--- config.mk ---
export PLATFORM = sky130hd
export DESIGN_NAME = alu_seq
export DESIGN_NICKNAME = d
export VERILOG_FILES = /design/src/rtl/alu_pkg.sv /design/src/rtl/alu_seq_rf.sv /design/src/rtl/alu_seq.sv
export SDC_FILE = /design/constraint.sdc
export NUM_CORES = 1
export LEC_CHECK = 0
export CORE_MARGIN = 10
export CORE_UTILIZATION = 45
export CTS_CLUSTER_SIZE = 14
export DETAILED_ROUTE_END_ITERATION = 8
export GPL_ROUTABILITY_DRIVEN = 0
export PLACE_DENSITY = 0.71
export SLEW_MARGIN = 20
export SYNTH_ARGS = -nofsm -noshare
export SYNTH_HDL_FRONTEND = slang
export SYNTH_SLANG_ARGS = --single-unit
--- constraint.sdc ---
create_clock -name clk -period 2.3 [get_ports clk]
set_input_delay 0.23 -clock clk [delete_from_list [all_inputs] [get_ports clk]]
set_output_delay 0.23 -clock clk [all_outputs]
set_load 0.02 [all_outputs]
--- src/rtl/alu_pkg.sv ---
// Shared definitions for the alu_seq sequencer: ALU ctrl encodings, FSM states,
// instruction field positions and register-file geometry.
package alu_pkg;

  localparam logic [2:0] ALU_ADDSUB  = 3'b000;
  localparam logic [2:0] ALU_NORNAND = 3'b001;
  localparam logic [2:0] ALU_SLTU    = 3'b010;
  localparam logic [2:0] ALU_SHL_R   = 3'b011;
  localparam logic [2:0] ALU_SRA     = 3'b100;

  localparam int INSTR_W   = 16;
  localparam int CTRL_LSB  = 13;
  localparam int FLAG_BIT  = 12;
  localparam int RD_LSB    = 9;
  localparam int RS1_LSB   = 6;
  localparam int RS2_LSB   = 3;

  localparam int RF_DEPTH  = 8;
  localparam int RF_ADDR_W = 3;

  typedef enum logic [1:0] {
    S_IDLE   = 2'd0,
    S_DECODE = 2'd1,
    S_EXEC   = 2'd2,
    S_WB     = 2'd3
  } state_e;

  function automatic logic is_legal_ctrl(input logic [2:0] ctrl);
    case (ctrl)
      ALU_ADDSUB, ALU_NORNAND, ALU_SLTU, ALU_SHL_R, ALU_SRA: return 1'b1;
      default:                                              return 1'b0;
    endcase
  endfunction

endpackage

--- src/rtl/alu_seq_rf.sv ---
// 8-entry register file: one write port, two operand read ports, one debug
// read port; optional hardwired-zero r0.
module alu_seq_rf
  import alu_pkg::*;
#(
  parameter int DATA_W   = 8,
  parameter int ZERO_REG = 1
) (
  input  logic                 clk,
  input  logic                 rst,
  input  logic                 i_we,
  input  logic [RF_ADDR_W-1:0] i_waddr,
  input  logic [DATA_W-1:0]    i_wdata,
  input  logic [RF_ADDR_W-1:0] i_raddr1,
  output logic [DATA_W-1:0]    o_rdata1,
  input  logic [RF_ADDR_W-1:0] i_raddr2,
  output logic [DATA_W-1:0]    o_rdata2,
  input  logic [RF_ADDR_W-1:0] i_dbg_addr,
  output logic [DATA_W-1:0]    o_dbg_rdata
);

  logic [DATA_W-1:0] r_mem [RF_DEPTH];
  logic              w_drop;

  assign w_drop = (ZERO_REG != 0) && (i_waddr == '0);

  // NOTE: this array is reset on purpose (the block must come out of reset with
  // every entry at zero), which rules out mapping it onto a RAM macro.
  always_ff @(posedge clk) begin
    if (rst) begin
      for (int i = 0; i < RF_DEPTH; i++) r_mem[i] <= '0;
    end else if (i_we && !w_drop) begin
      r_mem[i_waddr] <= i_wdata;
    end
  end

  assign o_rdata1    = ((ZERO_REG != 0) && (i_raddr1 == '0))   ? '0 : r_mem[i_raddr1];
  assign o_rdata2    = ((ZERO_REG != 0) && (i_raddr2 == '0))   ? '0 : r_mem[i_raddr2];
  assign o_dbg_rdata = ((ZERO_REG != 0) && (i_dbg_addr == '0)) ? '0 : r_mem[i_dbg_addr];

endmodule

--- src/rtl/alu_seq.sv ---
// Multi-cycle instruction sequencer driving an external combinational ALU.
// Optional feature: define ALU_SEQ_OVF_TRAP_EN to trap on add/sub overflow.
module alu_seq
  import alu_pkg::*;
#(
  parameter int DATA_W   = 8,
  parameter int ZERO_REG = 1
) (
  input  logic                 clk,
  input  logic                 rst,
  input  logic                 instr_valid,
  output logic                 instr_ready,
  input  logic [INSTR_W-1:0]   instr,
  output logic [DATA_W-1:0]    alu_rs1,
  output logic [DATA_W-1:0]    alu_rs2,
  output logic [2:0]           alu_ctrl,
  output logic                 alu_flag,
  input  logic [DATA_W-1:0]    alu_out,
  input  logic                 alu_overflow,
  output logic                 wb_valid,
  output logic [RF_ADDR_W-1:0] wb_rd,
  output logic [DATA_W-1:0]    wb_data,
  output logic                 wb_overflow,
  output logic                 illegal,
  output logic                 trap,
  output logic                 ovf_sticky,
  input  logic                 dbg_we,
  input  logic [RF_ADDR_W-1:0] dbg_addr,
  input  logic [DATA_W-1:0]    dbg_wdata,
  output logic [DATA_W-1:0]    dbg_rdata
);

  state_e r_state, w_next_state;

  logic [2:0]           r_dec_ctrl;
  logic                 r_dec_flag;
  logic [RF_ADDR_W-1:0] r_dec_rd, r_dec_rs1, r_dec_rs2;

  logic [DATA_W-1:0]    r_alu_rs1, r_alu_rs2;
  logic [2:0]           r_alu_ctrl;
  logic                 r_alu_flag;

  logic                 r_wb_valid, r_wb_ovf, r_trap, r_illegal, r_ovf_sticky;
  logic [RF_ADDR_W-1:0] r_wb_rd;
  logic [DATA_W-1:0]    r_wb_data;

  logic                 w_accept, w_ovf_now, w_trap_cond;
  logic                 w_rf_we, w_wb_we;
  logic [RF_ADDR_W-1:0] w_rf_waddr;
  logic [DATA_W-1:0]    w_rf_wdata, w_rs1_data, w_rs2_data;
  logic                 w_unused_instr;

  assign w_unused_instr = ^instr[RS2_LSB-1:0];

  assign instr_ready = (r_state == S_IDLE);
  assign w_accept    = instr_ready && instr_valid;
  assign w_ovf_now   = (r_alu_ctrl == ALU_ADDSUB) && alu_overflow;

`ifdef ALU_SEQ_OVF_TRAP_EN
  assign w_trap_cond = w_ovf_now;
`else
  assign w_trap_cond = 1'b0;
`endif

  always_ff @(posedge clk) begin
    if (rst) r_state <= S_IDLE;
    else     r_state <= w_next_state;
  end

  // NOTE: every signal written in an always_comb gets a default first, so no
  // path through the case can leave it unassigned and infer a latch.
  always_comb begin
    w_next_state = r_state;
    case (r_state)
      S_IDLE:   if (instr_valid)  w_next_state = S_DECODE;
      S_DECODE: w_next_state = is_legal_ctrl(r_dec_ctrl) ? S_EXEC : S_IDLE;
      S_EXEC:   w_next_state = S_WB;
      S_WB:     w_next_state = S_IDLE;
      default:  w_next_state = S_IDLE;
    endcase
  end

  // NOTE: sequential state uses non-blocking assignments so every register
  // samples the pre-edge values regardless of statement order.
  always_ff @(posedge clk) begin
    if (rst) begin
      r_dec_ctrl   <= '0;
      r_dec_flag   <= 1'b0;
      r_dec_rd     <= '0;
      r_dec_rs1    <= '0;
      r_dec_rs2    <= '0;
      r_alu_rs1    <= '0;
      r_alu_rs2    <= '0;
      r_alu_ctrl   <= '0;
      r_alu_flag   <= 1'b0;
      r_wb_valid   <= 1'b0;
      r_wb_rd      <= '0;
      r_wb_data    <= '0;
      r_wb_ovf     <= 1'b0;
      r_trap       <= 1'b0;
      r_illegal    <= 1'b0;
      r_ovf_sticky <= 1'b0;
    end else begin
      r_wb_valid <= 1'b0;
      r_trap     <= 1'b0;
      r_illegal  <= 1'b0;

      if (w_accept) begin
        r_dec_ctrl <= instr[CTRL_LSB +: 3];
        r_dec_flag <= instr[FLAG_BIT];
        r_dec_rd   <= instr[RD_LSB  +: RF_ADDR_W];
        r_dec_rs1  <= instr[RS1_LSB +: RF_ADDR_W];
        r_dec_rs2  <= instr[RS2_LSB +: RF_ADDR_W];
      end

      if (r_state == S_DECODE) begin
        r_alu_rs1  <= w_rs1_data;
        r_alu_rs2  <= w_rs2_data;
        r_alu_ctrl <= r_dec_ctrl;
        r_alu_flag <= r_dec_flag;
        r_illegal  <= !is_legal_ctrl(r_dec_ctrl);
      end

      // Result is captured at the end of EXEC so WB presents registered values.
      if (r_state == S_EXEC) begin
        r_wb_data  <= alu_out;
        r_wb_rd    <= r_dec_rd;
        r_wb_ovf   <= w_ovf_now;
        r_wb_valid <= !w_trap_cond;
        r_trap     <= w_trap_cond;
        if (w_ovf_now) r_ovf_sticky <= 1'b1;
      end
    end
  end

  // WB owns the write port in WB; debug writes are honoured only in IDLE.
  assign w_wb_we    = (r_state == S_WB) && r_wb_valid;
  assign w_rf_we    = w_wb_we || ((r_state == S_IDLE) && dbg_we);
  assign w_rf_waddr = w_wb_we ? r_wb_rd   : dbg_addr;
  assign w_rf_wdata = w_wb_we ? r_wb_data : dbg_wdata;

  alu_seq_rf #(
    .DATA_W   (DATA_W),
    .ZERO_REG (ZERO_REG)
  ) u_rf (
    .clk         (clk),
    .rst         (rst),
    .i_we        (w_rf_we),
    .i_waddr     (w_rf_waddr),
    .i_wdata     (w_rf_wdata),
    .i_raddr1    (r_dec_rs1),
    .o_rdata1    (w_rs1_data),
    .i_raddr2    (r_dec_rs2),
    .o_rdata2    (w_rs2_data),
    .i_dbg_addr  (dbg_addr),
    .o_dbg_rdata (dbg_rdata)
  );

  assign alu_rs1     = r_alu_rs1;
  assign alu_rs2     = r_alu_rs2;
  assign alu_ctrl    = r_alu_ctrl;
  assign alu_flag    = r_alu_flag;
  assign wb_valid    = r_wb_valid;
  assign wb_rd       = r_wb_rd;
  assign wb_data     = r_wb_data;
  assign wb_overflow = r_wb_ovf;
  assign illegal     = r_illegal;
  assign trap        = r_trap;
  assign ovf_sticky  = r_ovf_sticky;

endmodule

==> results of run 1 <==
## worst max-delay path, delay by kind of cell
| kind | cells | cell delay [ns] |
|---|---|---|
| simple gates | 1 | 0.12 |
| compound gates | 1 | 0.07 |
| buf+inv | 3 | 1.02 |
| mux | 1 | 0.55 |
## kinds of logic after synthesis
group                  synth area share (%)
DFF                                    52.8
AOI/OAI and AO/OA                      8.30
buffers and inverters                  2.58
other                                0.0651
muxes                                  19.6
and+or+nand+nor                        16.6
## synthesized netlist by cell type, types with 2 or more instances
master	number	share of area (%)
a21oi_1	34	3.0
a221o_1	5	0.87
a221oi_1	8	1.2
a22oi_1	8	1.0
and3_1	5	0.54
buf_1	6	0.39
buf_2	7	0.61
buf_4	2	0.26
clkbuf_1	17	1.1
dfxtp_1	56	19
edfxtp_1	64	33
inv_1	2	0.13
mux2_2	4	0.78
mux2i_1	23	4.0
mux4_2	38	15
nand2_1	87	5.7
nand2b_1	9	0.98
nand3_1	2	0.17
nand4_2	7	1.5
nor2_1	70	4.6
nor2b_1	11	1.2
nor3_1	5	0.43
nor4_2	2	0.43
o2111ai_1	2	0.30
o21ai_0	17	1.5
## state kept, by name, summed over array words and instances, names as in the netlist, named ones only
signal and cells:
r_state 1, ovf_sticky 1, wb_rd 3, r_dec_flag 1, alu_ctrl 3, r_dec_rs1 3
alu_flag 1, alu_rs1 8, u_rf.r_mem 64, illegal 1, wb_data 8, wb_overflow 1
r_dec_ctrl 3, r_dec_rs2 3, r_dec_rd 3, alu_rs2 8, wb_valid 1
## power by group through the flow
stage	clock network [mW]	logic [mW]	registers, mW
CTS	2.48	0.744	2.45
global route	2.60	0.794	2.47
finish	2.45	0.740	2.46
floorplan	0	0.425	2.48
detailed placement	0	0.752	2.49
global placement	0	0.742	2.49
## stage by stage
stage          utilization (%)  worst slack (ns)  hold slack, ns
2_1_floorplan                -             0.246           0.366
3_3_place_gp              56.3            -0.214           0.425
3_5_place_dp              56.3            -0.252           0.430
4_1_cts                   60.7            0.0533           0.338
5_1_grt                   60.7            0.0244           0.359
6_report                  60.7            0.0772           0.363
## metal layers
layer  track usage (%)  wire (um)
met5                 0          0
met3              5.26       1350
met4              7.50        341
met1              20.7       6080
met2              28.1       7360
## final cells by class
cell class,instances,area share (%)
sequential,120,39.9
multi-input combinational,354,34.2
inverter,2,0.0985
clock inverter,9,0.952
clock buffer,23,6.29
timing repair buffer,121,15.8
tap,172,2.82
## worst paths after layout
path                            slack [ns]               end  cells after the start        start
worst max-delay path                  0.08      dbg_rdata[2]                      6  dbg_addr[0]
worst min-delay path                  0.36        wb_data[0]                      3   alu_out[0]
worst max register to register        0.29  u_rf.r_mem[6][7]                      4    flip-flop
worst min register to register        0.43        alu_rs1[2]                      2   alu_rs1[2]
## cells in the final DEF, fill, tap and decap left out, drive strengths merged, types with 2 or more instances in the layout
master	synthesis	layout
a22oi	8	8
clkbuf	18	24
nand2b	9	9
mux2	4	4
nor2	70	70
clkdlybuf4s50	0	71
o21ai	17	17
a21oi	35	35
nand3	3	3
nand4	7	7
buf	15	42
and3	5	5
mux2i	23	23
inv	2	4
nand2	87	87
nor2b	11	11
a221o	5	5
mux4	38	38
o2111ai	2	2
nor4b	2	2
edfxtp	64	64
clkinv	0	5
dlygate4sd2	0	7
nor3	5	5
conb	1	9
nor4	2	2
a221oi	8	8
dfxtp	56	56
## timing repair
item	4_1_cts	5_1_grt
setup endpoints to repair	8	1
hold buffers	0	0
hold endpoints to repair	0	0
resized for setup	9	3
setup buffers	0	0
==> metrics, run 1 <==
area of the multi-input gates roughly 2600 um^2; slowest CP cell mux4_2; min cycle time layout between 2 and 2.5 ns; Final TNS setup 0 ns; Tot Pwr 5.64 mW; #FFs+latches synth 120; syn_area_per_cell about 12 um^2; Filler cells between 1000 and 1500; cell-internal power between 4 and 5 mW; maximum vdd drop between 400 and 500 uV; post-route ant nets 0; Final Non-Filler Cells 801; Final period util 96.6%; Avg WL per Cell 18.9 um; CTS tree done; Critical Path Max Stage Delay 0.55 ns; P&R area growth vs syn 32.3%; Num CTS Buffers 17; H-tree depth 4; async set or reset register ratio after synthesis 0%; Net Sw Frac a little under a quarter; Worst Path Required approximately 2.1 ns; HPWL Detailed between 10000 and 15000 um; Seq pwr share 43.5%; Post-Place Cells a little under 800; CTS sink count 120; crit-path max FO 12; # rows 41; via count around 4400; Max Transition Viols Final 0; PD cells between 700 and 800 nW/um^2; Leakage around 2.9 nW; Area after DPL between 7000 and 8000 um^2; slew margin rel. about two fifths; Port Buffers 80; Clock Pin Slew Worst Setup and Hold Paths roughly 0.05 ns; Die Footprint ~18000 um^2; Reg area 3040 um^2; Max Cap Viol 0; post-route cell area 7620 um^2; Die Ht 133 um; yosys warns 0; share of cells above drive strength 1 between 20% and 30%; # IOs 85; GRT Util Overall approximately 17%; drt total wl about 15000 um; HP Class primary input to flip-flop; Setup CP Type primary input to primary output; Core ar. roughly 13000 um^2; Switching Power roughly 1.4 mW; Crit. End Element primary output; combinational power share a little over an eighth; DRC Markers 0; initial core utilization approximately 46%; Tightest Pin Transition 0.906 ns; cell area after synthesis between 5000 and 6000 um^2; Fin. Hold Viols 0; pin count of the biggest net entering global routing 27; EDFF count, synth 64; antenna cells 0; total grt overflow 0; Worst EP arrival 1.99 ns; Worst Skew approximately 0.01 ns; initial antenna violation count 0; vias in the first global route about 4400; chip width 133 um; fmax approximately 450 MHz; RSZ-0062 raised after global routing false; gate count of the mapped netlist ~500; Nets 656; final setup vio count 0; Clock Latency Late Sink 0.41 ns; clock share of power between 40% and 50%; first-pass GRT wire length approximately 24000 um; Main synth FF type edfxtp_1; Max clock buf depth 2; clock root buffer clkbuf_16; Synth cell types 35; worst-path cell chain clkdlybuf4s50_1, buf_12, mux4_2, nor2_1, a221oi_1, dlygate4sd2_1; via/cell ratio 5.55; outcome finished clean; register area share after synthesis 52.8%; initial drt markers 450; DR pass1 iterations 5; startpoint types primary input
Power figures use the tool's default switching activity.
==> run 2, diff against run 1 <==
CORE_MARGIN = 4   (was 10)
==> run 2 against run 1 <==
  * Clock-buffer cell count is 5 lower
  * Flip-flop and latch count is the same
  * Routed wire length fell by 0.58%
  * Maximum frequency shrank 2.3%
  * Clock skew down 0.0023 ns
  * Largest cell class unchanged
  * Die area decreased by 17%
  * Clock power grew 10%
  * Worst hold slack got worse by 0.012 ns
  * Non-clock buffer count up 1
  * Highest routed layer unchanged
  * Largest power group is now the clock network
  * First-iteration DRC count decreased by 14%
==> metrics, run 2 (same netlist as run 1, synthesis figures left out) <==
Worst Path Required 2.07 ns (about the same); Crit. End Element primary output; H-tree depth 4 (unchanged); Clock Pin Slew Worst Setup and Hold Paths 0.06 ns (about the same); # IOs 85 (unchanged); post-route ant nets 0 (unchanged); max reg flops 64 (unchanged); startpoint types primary input; Fin. Hold Viols 0 (unchanged); Hold Path Cell Cnt 2 (-1); clock root buffer clkbuf_16; pre-CTS setup slack -0.258 ns (-0.00545 ns); initial drt markers 388 (-14%); CP bufs+invs 4 (+1); outcome finished clean; Final Non-Filler Cells 802 (+0.12%); final setup vio count 0 (unchanged); Area after DPL 7090 um^2 (+0.11%); Leakage 2.89 nW (+0.82%); Filler cells 988 (-2.3%); Tot Pwr 5.91 mW (+4.6%); combinational power share 12.6% (-0.5 points); chip width 121 um (-9.0%); PnR worst setup slack 0.0243 ns (-0.0528 ns); most frequent cells in the layout nand2_1, clkdlybuf4s50_1, nor2_1; Seq pwr share 41.6% (-1.9 points); share of cells above drive strength 1 21.0% (+0.92 points); GRT Util Overall 21.5% (+4.3 points); Reg-to-Reg End u_rf.r_mem[2][6]; HP Class primary input to flip-flop; worst-path cell chain clkdlybuf4s50_1, buf_12, or2_2, buf_4, o21ai_0, a221oi_1, clkdlybuf4s15_1; Max clock buf depth 2 (unchanged); first-pass GRT wire length 23600 um (-1.5%); Num CTS Buffers 17 (unchanged); Critical Path Max Stage Delay 0.51 ns (-0.04 ns); fmax 439 MHz (-2.3%); Register-to-Register Path Depth 4 (unchanged); Post-Place Cells 770 (+0.13%); CTS tree done; largest reg by FF count u_rf.r_mem; slowest CP cell clkdlybuf4s50_1; cell-internal power 4.47 mW (+4.1%); via/cell ratio 5.68 (+2.2%); Port Buffers 80 (unchanged); Clock Latency Late Sink 0.41 ns (about the same); WHS Endpoint wb_rd[1]; setup slack, reg-to-reg 0.27 ns (-0.02 ns); slew margin rel. 37.9% (-1.4 points); antenna cells 0 (unchanged); Avg WL per Cell 18.8 um (-0.71%); hold path start rst; min cycle time layout 2.28 ns (+0.0528 ns); Setup CP Type primary input to primary output; Final period util 98.9% (+2.3 points); Die Ht 121 um (-9.0%); Tightest Pin Transition 0.928 ns (+0.0213 ns); clock share of power 45.8% (+2.4 points); CTS sink count 120 (unchanged); initial core utilization 45.8% (unchanged); RSZ-0062 raised after global routing false; Switching Power 1.44 mW (+6.3%); PD cells 768 nW/um^2 (+3.8%); Die Footprint 14700 um^2 (-17%); Max Transition Viols Final 0 (unchanged); commonest non-fill, non-tap cell in the layout nand2_1; pin count of the biggest net entering global routing 28 (+3.7%); crit-path max FO 14 (+2); vias in the first global route 4589 (+4.8%); Max Cap Viol 0 (unchanged); Net Sw Frac 24.4% (+0.39 points); total grt overflow 0 (unchanged); initial antenna violation count 0 (unchanged); Util after Layout 61.2% (+0.51 points); post-route cell area 7690 um^2 (+0.84%); Nets 657 (+0.15%); postcts setup bufs 0 (unchanged); via count 4553 (+2.4%); # rows 41 (unchanged); drt total wl 15000 um (-0.58%); Core ar. 12600 um^2 (unchanged); Worst Skew 0.00793 ns (-0.00232 ns); maximum vdd drop 488 uV (+19%); P&R area growth vs syn 33.4%; HPWL Detailed 11200 um (-1.7%); DRC Markers 0 (unchanged); Worst EP arrival 2.05 ns (+0.06 ns); DR pass1 iterations 5 (unchanged); CP delay by family, top buffers and inverters
## run 2: cell count changes in the layout (fill, tap and decap cells not counted), sizes merged
cell           previous run  this run
buf                      42        43
bufinv                    1         3
clkbuf                   24        19
clkdlybuf4s15             0         1
clkinvlp                  1         3
dlygate4sd2               7         6
inv                       4         5
## run 2: cell type report
cell class	count	area, um^2	area share, %
clock buffers	18	439	5.71
clock inverters	14	171	2.23
inverters	2	7.51	0.0977
multi-input cells	354	2600	33.8
flip-flops and latches	120	3040	39.6
well taps	172	215	2.80
repair buffers	122	1210	15.8
## run 2: metal layers
metal / vias up / part of all wire, % / global-route usage [%]
li1: 2070 / - / -
met1: 2217 / 40 / 26.6
met2: 241 / 49 / 35.7
met3: 25 / 8.2 / 5.41
met4: 0 / 2.5 / 9.38
met5: - / 0 / 0
## run 2: through the flow
step	hold slack (ns)	setup TNS (ns)
after floorplan	0.366	0
after global placement	0.424	-1.24
after detailed placement	0.432	-1.66
after CTS	0.342	0
after global routing	0.364	0
final	0.351	0
## run 2: worst max path at each step
stage	from	to	depth (start not counted)
after floorplan	flip-flop	u_rf.r_mem[4][0]	5
after global placement	dbg_addr[0]	dbg_rdata[0]	7
after detailed placement	dbg_addr[0]	dbg_rdata[0]	7
after CTS	dbg_addr[0]	dbg_rdata[0]	7
after global routing	dbg_addr[0]	dbg_rdata[0]	7
final	dbg_addr[0]	dbg_rdata[0]	7
## run 2: repair_timing
action,in CTS,in global routing
setup endpoints to repair,8,2
gates resized for setup,8,4
hold buffers,0,0
## run 2: power by group through the flow
stage               clock network, mW  registers [mW]  logic, mW
floorplan                           0            2.48      0.425
global placement                    0            2.49      0.743
detailed placement                  0            2.49      0.756
CTS                              2.74            2.45      0.747
global route                     2.83            2.46      0.798
finish                           2.70            2.45      0.747
==> run 3, diff against run 2 <==
ABC_AREA = 1   (was unset)
CAP_MARGIN = 30   (was unset)
==> run 3 against run 2 <==
  * Final cell count rose by 37%
  * Maximum frequency increased by 6.3%
  * Largest power group unchanged
  * Routed wire length rose by 14%
  * Die area is 4.5% higher
  * Largest cell class unchanged
  * Critical endpoint is now dbg_rdata[5]
==> metrics, run 3 <==
outcome finished clean; # IOs 85 (unchanged); PD cells 790 nW/um^2 (+2.9%); Util after Layout 60.5% (-0.70 points); crit-path max FO 20 (+6); Reg-to-Reg End u_rf.r_mem[5][7]; P&R area growth vs syn 32.1%; slew margin rel. 50.9% (+13 points); min cycle time layout 2.14 ns (-0.136 ns); pre-CTS setup slack -0.142 ns (+0.116 ns); commonest non-fill, non-tap cell in the layout nand2_1; CTS sink count 120 (unchanged); Final TNS setup 0 ns (unchanged); Synth area leaders edfxtp_1, dfxtp_1, nand2_1, nand3_1, nor2_1; HPWL Detailed 12200 um (+8.8%); Area after DPL 7360 um^2 (+3.8%); Max Cap Viol 0 (unchanged); Core ar. 13200 um^2 (+4.9%); Final period util 93.0% (-5.9 points); via count 5782 (+27%); Clock Pin Slew Worst Setup and Hold Paths 0.05 ns (about the same); cell area after synthesis 6040 um^2 (+4.8%); pin count of the biggest net entering global routing 43 (+54%); Nets 949 (+44%); gate count of the mapped netlist 800 (+60%); async set or reset register ratio after synthesis 0% (unchanged); max reg flops 64 (unchanged); RSZ-0062 raised after global routing false; Die Ht 124 um (+2.2%); final setup vio count 0 (unchanged); chip width 124 um (+2.2%); postcts setup bufs 0 (unchanged); Fin. Hold Viols 0 (unchanged); initial core utilization 45.8% (-0.065 points); antenna cells 0 (unchanged); Post-Place Cells 1066 (+38%); setup slack, reg-to-reg 0.44 ns (+0.17 ns); #FFs+latches synth 120 (unchanged); Fin Hold WS 0.400 ns (+0.0481 ns); drt total wl 17100 um (+14%); Worst Skew 0.00721 ns (-0.000726 ns); Setup CP Type primary input to primary output; Final Non-Filler Cells 1098 (+37%); # rows 42 (+2.4%); Synth cell types 26 (-26%); startpoint types primary input; HP Class primary input to flip-flop; Post-synth top cells nand2_1, nor2_1, nand3_1, inv_1, a21oi_1; Clock Latency Late Sink 0.42 ns (about the same); Main synth FF type edfxtp_1; largest reg by FF count u_rf.r_mem; vias in the first global route 5271 (+15%); GRT Util Overall 23.3% (+1.9 points); Max clock buf depth 2 (unchanged); via/cell ratio 5.27 (-7.2%); Die Footprint 15300 um^2 (+4.5%); Max Transition Viols Final 0 (unchanged); yosys warns 0 (unchanged); initial drt markers 733 (+89%); register area share after synthesis 50.4% (-2.4 points); PnR worst setup slack 0.160 ns (+0.136 ns); Hold Path Cell Cnt 3 (+1); post-route cell area 7980 um^2 (+3.7%); CTS tree done; Register-to-Register Path Depth 6 (+2); first-pass GRT wire length 27100 um (+15%); Leakage 3.44 nW (+19%); Worst EP arrival 1.91 ns (-0.14 ns); most frequent cell after synthesis nand2_1; largest area contributor in the netlist edfxtp_1; share of cells above drive strength 1 9.22% (-12 points); Post-CTS Hold Fix Bufs 0 (unchanged); Num CTS Buffers 17 (unchanged); fmax 467 MHz (+6.3%); clock root buffer clkbuf_16; EDFF count, synth 64 (unchanged); Port Buffers 80 (unchanged); Worst Path Required 2.07 ns (about the same); Avg WL per Cell 15.6 um (-17%); most frequent cells in the layout nand2_1, nor2_1, nand3_1; hold path start alu_out[0]; H-tree depth 4 (unchanged); syn_area_per_cell 7.55 um^2 (-34%); Tot Pwr 6.30 mW (+6.7%); WHS Endpoint wb_data[0]; post-synth top area share 31.8% (-1.5 points); total grt overflow 0 (unchanged); Crit. End Element primary output; post-route ant nets 0 (unchanged); initial antenna violation count 0 (unchanged); maximum vdd drop 471 uV (-3.5%); Critical R2R Launch r_state[0]; Tightest Pin Transition 0.735 ns (-0.193 ns); DRC Markers 0 (unchanged); DR pass1 iterations 5 (unchanged)
-- run 3: what timing repair did --
action                                  4_1_cts  5_1_grt
gates cloned                                  0        0
endpoints found under the setup margin        8        1
resized for setup                             8        1
-- run 3: cells by family after synthesis --
group | Yosys count | synth area share, %
AND/OR/NAND/NOR | 402 | 27.6
AO/OA/AOI/OAI | 143 | 12.6
buffers and inverters | 126 | 8.08
flip-flops | 120 | 50.4
multiplexers | 8 | 1.33
other | 1 | 0.0621
-- run 3: layout make-up --
cell class                      count  area [um^2]
Multi-Input combinational cell    562         2540
Tap cell                          176          220
Inverter                           78          293
Fill cell                        1130         5220
Clock buffer                       23          478
Clock inverter                      9          146
Sequential cell                   120         3040
Timing Repair Buffer              130         1250
-- run 3: worst max path at each step --
stage,cells past startpoint,startpoint,slack [ns],endpoint
after detailed placement,9,dbg_addr[0],-0.14,dbg_rdata[4]
after CTS,9,dbg_addr[0],0.09,dbg_rdata[4]
final,9,dbg_addr[0],0.16,dbg_rdata[5]
after floorplan,7,wb_valid,0.51,u_rf.r_mem[7][0]
after global routing,9,dbg_addr[0],0.04,dbg_rdata[1]
after global placement,9,dbg_addr[0],-0.13,dbg_rdata[4]
-- run 3: routing by layer --
metal / GRT usage (%) / share of wire, % / up-vias / wire length [um]
li1: - / - / 2847 / -
met1: 32.5 / 43 / 2590 / 7370
met2: 35.6 / 46 / 311 / 7900
met3: 6.18 / 8.9 / 34 / 1530
met4: 7.40 / 2.0 / 0 / 334
met5: 0 / 0 / - / 0
-- run 3: worst max-delay path: stages --
cell	delay, ns
clkdlybuf4s50_1	0.48
clkinv_1	0.10
buf_12	0.16
a21oi_1	0.11
o21ai_0	0.09
nand3_1	0.07
nand2_1	0.05
a21oi_1	0.24
dlygate4sd2_1	0.39
-- run 3: power by group --
group / total (mW) / leakage [nW] / switching, mW / internal (mW)
registers: 2.48 / 1.12 / 0.0857 / 2.39
clock network: 2.79 / 0.306 / 0.903 / 1.89
logic: 1.03 / 2.02 / 0.625 / 0.408
total: 6.30 / 3.44 / 1.61 / 4.69
